### config.mk
export PLATFORM = sky130hd
export DESIGN_NAME = instr_fetch
export DESIGN_NICKNAME = d
export VERILOG_FILES = /design/src/rtl/instr_fetch.sv
export SDC_FILE = /design/constraint.sdc
export NUM_CORES = 1
export LEC_CHECK = 0
export CORE_ASPECT_RATIO = 1.1
export CORE_UTILIZATION = 50
export CTS_CLUSTER_SIZE = 10
export DETAILED_ROUTE_END_ITERATION = 10
export PLACE_DENSITY = 0.77
export SLEW_MARGIN = 20
export SYNTH_ARGS = -nofsm -noshare
export SYNTH_HDL_FRONTEND = slang
export SYNTH_SLANG_ARGS = --single-unit
### constraint.sdc
create_clock -name clk -period 2.4 [get_ports clk]
set_input_delay 0.48 -clock clk [delete_from_list [all_inputs] [get_ports clk]]
set_output_delay 0.48 -clock clk [all_outputs]
set_load 0.01 [all_outputs]
### src/rtl/instr_fetch.sv
// Instruction fetch front end: one outstanding memory read, a 2-deep {instr, pc}
// queue to decode, branch redirect with response discard, and halt on op 4'hF.
module instr_fetch #(
  parameter int unsigned    AW       = 8,
  parameter logic [AW-1:0]  RESET_PC = '0
) (
  input  logic          clk,
  input  logic          rst_n,
  output logic          imem_req,
  output logic [AW-1:0] imem_addr,
  input  logic          imem_ack,
  input  logic [15:0]   imem_rdata,
  output logic          if_valid,
  input  logic          if_ready,
  output logic [15:0]   if_instr,
  output logic [AW-1:0] if_pc,
  output logic          if_illegal,
  input  logic          br_taken,
  input  logic [AW-1:0] br_target,
  output logic          halted
);

  // state   | meaning
  // S_FETCH | no request outstanding; issue one when the queue has room
  // S_WAIT  | request outstanding; hold req/addr until imem_ack
  // S_HALT  | halt opcode queued; no further fetches until a redirect
  typedef enum logic [1:0] {
    S_FETCH = 2'd0,
    S_WAIT  = 2'd1,
    S_HALT  = 2'd2
  } state_t;

  state_t        state_q, state_d;
  logic [AW-1:0] pc_q, pc_d;
  logic [AW-1:0] addr_q, addr_d;
  logic          disc_q, disc_d;
  logic          run_q, run_d;
  logic [1:0]    cnt_q, cnt_d;
  logic [15:0]   instr_q [2];
  logic [15:0]   instr_d [2];
  logic [AW-1:0] qpc_q [2];
  logic [AW-1:0] qpc_d [2];

  logic pop;
  logic accept;
  logic push;
  logic wr_hi;
  logic op_legal;

  assign if_valid = (cnt_q != 2'd0);
  assign if_instr = instr_q[0];
  assign if_pc    = qpc_q[0];
  assign halted   = (state_q == S_HALT) && (cnt_q == 2'd0);

  always_comb begin
    unique case (if_instr[15:12])
      4'h0, 4'h1, 4'h2, 4'h6, 4'h7, 4'h8, 4'hA, 4'hE, 4'hF: op_legal = 1'b1;
      default:                                              op_legal = 1'b0;
    endcase
  end

  assign if_illegal = if_valid && !op_legal;

  // run_q keeps the request low in the cycle right after reset, so a stray ack there is ignored
  always_comb begin
    imem_req = 1'b0;
    if (run_q) begin
      if (state_q == S_WAIT)                           imem_req = 1'b1;
      else if (state_q == S_FETCH && cnt_q < 2'd2)     imem_req = 1'b1;
    end
  end

  assign imem_addr = (state_q == S_WAIT) ? addr_q : pc_q;
  assign pop       = if_valid && if_ready;
  assign accept    = imem_req && imem_ack;
  assign push      = accept && !disc_q && !br_taken;
  assign wr_hi     = pop ? (cnt_q == 2'd2) : (cnt_q == 2'd1);

  always_comb begin
    state_d = state_q;
    pc_d    = pc_q;
    addr_d  = addr_q;
    disc_d  = disc_q;
    run_d   = 1'b1;
    cnt_d   = cnt_q;
    instr_d = instr_q;
    qpc_d   = qpc_q;

    if (state_q == S_FETCH && imem_req && !imem_ack) addr_d = pc_q;

    if (br_taken) begin
      cnt_d = 2'd0;
      pc_d  = br_target;
      // a request still in flight must complete, but its data belongs to the old path
      if (imem_req && !imem_ack) begin
        state_d = S_WAIT;
        disc_d  = 1'b1;
      end else begin
        state_d = S_FETCH;
        disc_d  = 1'b0;
      end
    end else begin
      if (pop) begin
        instr_d[0] = instr_q[1];
        qpc_d[0]   = qpc_q[1];
      end
      if (push) begin
        if (wr_hi) begin
          instr_d[1] = imem_rdata;
          qpc_d[1]   = pc_q;
        end else begin
          instr_d[0] = imem_rdata;
          qpc_d[0]   = pc_q;
        end
      end
      cnt_d = cnt_q + {1'b0, push} - {1'b0, pop};

      if (accept) begin
        disc_d = 1'b0;
        if (disc_q) begin
          state_d = S_FETCH;
        end else begin
          pc_d    = pc_q + AW'(1);
          state_d = (imem_rdata[15:12] == 4'hF) ? S_HALT : S_FETCH;
        end
      end else if (imem_req) begin
        state_d = S_WAIT;
      end
    end
  end

  always_ff @(posedge clk) begin
    if (!rst_n) begin
      state_q    <= S_FETCH;
      pc_q       <= RESET_PC;
      addr_q     <= RESET_PC;
      disc_q     <= 1'b0;
      run_q      <= 1'b0;
      cnt_q      <= 2'd0;
      instr_q[0] <= 16'h0000;
      instr_q[1] <= 16'h0000;
      qpc_q[0]   <= RESET_PC;
      qpc_q[1]   <= RESET_PC;
    end else begin
      state_q <= state_d;
      pc_q    <= pc_d;
      addr_q  <= addr_d;
      disc_q  <= disc_d;
      run_q   <= run_d;
      cnt_q   <= cnt_d;
      instr_q <= instr_d;
      qpc_q   <= qpc_d;
    end
  end

endmodule
==> results of run 1 <==
## cell families after synthesis
kind of cell    synth area share
fa+ha+maj                 0.0108
flops                      0.409
mux                       0.0576
simple gates               0.220
buf+inv                   0.0969
xor+xnor                  0.0202
compound gates             0.186
## cell type report
| cell class | instances | area (um^2) |
|---|---|---|
| tap | 82 | 103 |
| multi-input combinational | 277 | 1720 |
| fill | 558 | 2340 |
| sequential | 71 | 1420 |
| clock buffer | 13 | 169 |
| clock inverter | 3 | 40.0 |
| timing repair buffer | 84 | 816 |
| inverter | 6 | 22.5 |
## flip-flops by register name, indices dropped and copies added (netlist names)
signal    flops
run_q         1
if_pc         8
qpc_q         8
instr_q      16
pc_q          8
state_q       2
cnt_q         2
addr_q        8
op_legal      1
disc_q        1
if_instr     16
## how the worst max path moves through the flow
stage                from  endpoint  slack, ps  depth (start not counted)
2_1_floorplan    cnt_q[1]  cnt_q[1]        390                         10
3_3_place_gp     imem_ack  op_legal         80                          6
3_5_place_dp     imem_ack  cnt_q[1]         60                          9
4_1_cts          cnt_q[0]    halted         60                          3
5_1_grt        state_q[1]  imem_req          6                          4
6_report         cnt_q[0]    halted         70                          3
## through the flow
| step | total power [mW] | cells | cell area, um^2 |
|---|---|---|---|
| after floorplan | 1.50 | 408 | 3470 |
| after global placement | 1.65 | 520 | 4080 |
| after detailed placement | 1.66 | 520 | 4080 |
| after CTS | 2.64 | 536 | 4290 |
| after global routing | 2.74 | 536 | 4290 |
| final | 2.63 | 536 | 4290 |
## worst max-delay path, cell delays in order, from the launching register on
cell             delay, ps
dfxtp_1                370
or2_2                  340
nor3b_1                230
clkdlybuf4s50_1        570
## what timing repair did
| action | in CTS | in global routing |
|---|---|---|
| endpoints found under the setup margin | 8 | 0 |
| gates resized for setup | 1 | 0 |
| buffers inserted | 0 | 0 |
| endpoints found under the hold margin | 0 | 0 |
## per-layer routing
metal,vias to the layer above,part of all wire
met5,-,0
met3,13,0.061
met4,0,0.020
met2,84,0.48
met1,1432,0.44
li1,1497,-
## cells in the mapped netlist, drive strengths merged (3+ instances only)
| cell type | n |
|---|---|
| mux2 | 8 |
| inv | 5 |
| a311oi | 5 |
| clkbuf | 18 |
| o221a | 16 |
| nand2b | 4 |
| nor2 | 37 |
| dfxtp | 71 |
| xor2 | 3 |
| a211oi | 3 |
| mux2i | 11 |
| a21oi | 44 |
| buf | 36 |
| o21ai | 12 |
| nor3 | 23 |
| nand3 | 6 |
| nand2 | 56 |
| nor3b | 4 |
| ha | 3 |
| nand4 | 8 |
| and3 | 3 |
| xnor2 | 5 |
| nor2b | 3 |
| and2 | 3 |
## power by group through the flow
stage / logic, mW / clock network (mW) / registers [mW]
after floorplan: 0.238 / 0 / 1.27
after global placement: 0.369 / 0 / 1.28
after detailed placement: 0.372 / 0 / 1.29
after CTS: 0.376 / 1.01 / 1.26
after global routing: 0.406 / 1.07 / 1.26
final: 0.375 / 0.993 / 1.26
==> flow_summary.yaml, run 1 <==
timing:
  setup_ws_ps: 67.1
  fmax_ghz: 0.429
  finalClockSkew_ps: 5.15
  tightest_slew_ps: 502
  period_needed_ps: 2330
  period_share: 0.972
  final_hold_viol_count: 0
  slew_viol_final: 0
  whs_ps: 459
  fin_tns_setup_ps: 0
  rsz0062_at_grt: "no"
  setup_viol_count_final: 0
  slew_headroom: 0.657
global_routing:
  grt_max_degree: 34
  grt_use_met2: 0.395
  grt_pass1_vias: 2748
  grt_first_pass_wirelength_mm: 13.0
  grt-ovfl-total: 0
  met1_usage: 0.281
  antenna_found_initial: 0
  grt_util_met3: 0.0429
  track_usage: 0.232
  grt.busiest_layer: "met2"
hold_path:
  hold_end: "qpc_q[0]"
  worstHoldStart: "qpc_q[0]"
  holdCritPathClass: "reg -> reg"
  whs_path_depth: 2
die:
  start_util: 0.524
  die_w_um: 81.5
  dieArea_mm2: 0.00728
  core_area_mm2: 0.00663
  ios: 65
  dieHeight_um: 89.4
  std_cell_rows: 31
drt:
  drc: 0
  initialDrtViolationCount: 225
  vias: 3026
  routed_wl_mm: 7.92
  ant_nets: 0
  via_per_inst: 5.65
  drt-pass1-iter-count: 4
  wire_per_inst_um: 14.8
synthesis:
  syn-num-nets: 440
  ys.flop_type: "dfxtp_1"
  synth_area_leader_cell: "dfxtp_1"
  ys_ff_latch: 71
  yosysTopAreaCellShare: 0.409
  syn_avg_cell_area_um2: 8.51
  netlist_instances: 408
  async_reset_ff_frac: 0
  synth-edff-count: 0
  ys_types: 55
  synth_area_leaders: "dfxtp_1, a21oi_1, nand2_1"
  syn_area_mm2: 0.00347
  ys.warnings.count: 0
  ys_seq_area_frac: 0.409
setup_path:
  worst_r2r_path_depth: 7
  r2r_end: "op_legal"
  arrival_ps: 1850
  regToRegSetupSlack_ps: 460
  endpoint_kind: "output pin"
  setup.worst_path.start_class: "flop"
  crit_fanout: 7
  timing.rr.start: "cnt_q[1]"
  path_class: "reg -> out"
  crit_required_ps: 1920
power:
  powerDensity_mw_per_mm2: 612
  p_seq_frac: 0.479
  p_int_mw: 1.98
  combPwrFrac: 0.143
  p_switching_mw: 0.642
  leakagePower_nw: 1.60
  p_sw_frac: 0.244
  power_frac_clock: 0.378
  max-vdd-ir-drop_mv: 0.351
cells_and_area:
  layout_commonest_cell: "dfxtp_1"
  drive_above_1_share: 0.163
  final_nets: 481
  diodes: 0
  final_util: 0.647
  layout_common_cells: "dfxtp_1, clkdlybuf4s50_1, nand2_1"
  synthToLayoutAreaGrowth_pct: 23.5
placed_design:
  dp_hpwl_mm: 5.41
  dp_slack_ps: 59.6
  gp_congestion: 0.859
  port_buffers: 64
clock_tree:
  clock_path_buffers: 2
  h-tree-depth: 3
  cts_tree: "yes"
  cts_buffers: 9
  holdBufCountCts: 0
  clock_sinks: 71
  clk_latency_ps: 330
  clockRootBuffer: "clkbuf_8"
  clkSlewWorstSetupHoldPaths_ps: 70
flow_run:
  maxCapViolCount: 0
status:
  outcome: "finished clean"
Note: power is estimated with default switching activity, not from simulation.
==> run 2, diff against run 1 <==
--- a/config.mk
+++ b/config.mk
@@ -7,6 +7,7 @@
 export LEC_CHECK = 0
 export CORE_ASPECT_RATIO = 1.1
 export CORE_UTILIZATION = 50
+export CTS_BUF_LIST = sky130_fd_sc_hd__clkbuf_4
 export CTS_CLUSTER_SIZE = 10
 export DETAILED_ROUTE_END_ITERATION = 10
 export PLACE_DENSITY = 0.77
==> run 2 against run 1 <==
Setup slack improved by 28 ps; clock skew increased by 1.5 ps; sequential power about the same; clock power decreased by 28%; combinational power about the same; die area unchanged; sequential cell count unchanged; utilization decreased by 1.1 points; cell count unchanged; fmax increased by 1.2%.
==> flow_summary.yaml, run 2 (same netlist as run 1, synthesis figures left out) <==
status:
  outcome: "finished clean"
global_routing:
  grt.busiest_layer: "met2"
  grt_max_degree: 34
  antenna_found_initial: 0
  grt_util_met3: 0.0418
  met1_usage: 0.279
  track_usage: 0.229
  grt_pass1_vias: 2718
  grt-ovfl-total: 0
  grt_first_pass_wirelength_mm: 12.8
  grt_use_met2: 0.395
setup_path:
  worst_r2r_path_depth: 7
  setup.worst_path.start_class: "flop"
  crit_chain: "nand2b_4, mux2_2, clkdlybuf4s50_1"
  slowest_stage: "clkdlybuf4s50_1"
  path_class: "reg -> out"
  crit_required_ps: 1920
  crit_fanout: 8
  crit_path_max_incr_delay_ps: 480
  arrival_ps: 1820
  endpoint_kind: "output pin"
clock_tree:
  clockRootBuffer: "clkbuf_4"
  post_cts_buffers: 0
  ctsResizeCount: 4
  clkSlewWorstSetupHoldPaths_ps: 100
  holdBufCountCts: 0
  clock_sinks: 71
  cts_tree: "yes"
  cts_buffers: 9
  clk_latency_ps: 410
  h-tree-depth: 3
  clock_path_buffers: 2
power:
  max-vdd-ir-drop_mv: 0.325
  powerDensity_mw_per_mm2: 557
  leakagePower_nw: 1.57
  power_mw: 2.35
drt:
  ant_nets: 0
  initialDrtViolationCount: 206
  routed_wl_mm: 7.92
  drt-pass1-iter-count: 4
  wire_per_inst_um: 14.8
  via_per_inst: 5.65
  drc: 0
  vias: 3027
die:
  die_w_um: 81.5
  dieHeight_um: 89.4
  ios: 65
  dieArea_mm2: 0.00728
  start_util: 0.524
  core_area_mm2: 0.00663
  std_cell_rows: 31
cells_and_area:
  finish.instance_area_mm2: 0.00422
  final_util: 0.636
  layout_commonest_cell: "dfxtp_1"
  final_nets: 481
  synthToLayoutAreaGrowth_pct: 21.4
  multiInputGateArea_mm2: 0.00173
  drive_above_1_share: 0.163
  regArea_mm2: 0.00142
  layout_common_cells: "dfxtp_1, clkdlybuf4s50_1, nand2_1"
  diodes: 0
  nFillCells: 572
placed_design:
  gp_congestion: 0.859
  placed_area_mm2: 0.00408
  dp_hpwl_mm: 5.41
  port_buffers: 64
timing:
  finalClockSkew_ps: 6.62
  fmax_ghz: 0.434
  setup_viol_count_final: 0
  slew_viol_final: 0
  rsz0062_at_grt: "no"
  tightest_slew_ps: 518
  period_share: 0.960
  final_hold_viol_count: 0
  slew_headroom: 0.654
  period_needed_ps: 2300
  fin_tns_setup_ps: 0
hold_path:
  whs_path_depth: 2
  holdCritPathClass: "reg -> reg"
flow_run:
  maxCapViolCount: 0
## run 2: final timing paths
check	start	end	slack [ps]
setup / recovery	state_q[1]	imem_addr[3]	100
hold / removal	instr_q[12]	instr_q[12]	460
setup reg to reg	cnt_q[1]	op_legal	460
hold reg to reg	instr_q[12]	instr_q[12]	460
## run 2: critical path, delay by kind of cell (launching register included)
family,cells,cell delay [ps]
AND/OR/NAND/NOR,1,200
multiplexers,1,350
flip-flops,1,390
buffers and inverters,1,480
## run 2: stage by stage
step / hold WS (ps) / setup slack, ps / instances
6_report: 464 / 95.3 / 536
5_1_grt: 484 / 28.1 / 536
4_1_cts: 462 / 16.2 / 536
3_5_place_dp: 447 / 59.6 / 520
3_3_place_gp: 438 / 82.2 / 520
2_1_floorplan: 432 / 393 / 408
## run 2: metal layers
layer / part of all wire / routed length, um
met5: 0 / 0
met4: 0.014 / 112
met3: 0.061 / 484
met2: 0.49 / 3870
met1: 0.44 / 3460
## run 2: layout make-up
type,count,area share
tap,82,0.0243
timing repair buffer,84,0.193
sequential,71,0.338
clock inverter,6,0.0122
inverter,6,0.00534
multi-input combinational,277,0.410
clock buffer,10,0.0178
## run 2: where the power goes
group | internal (mW) | total (mW) | switching (mW)
Clock | 0.316 | 0.715 | 0.399
Combinational | 0.203 | 0.375 | 0.173
Sequential | 1.22 | 1.26 | 0.0397
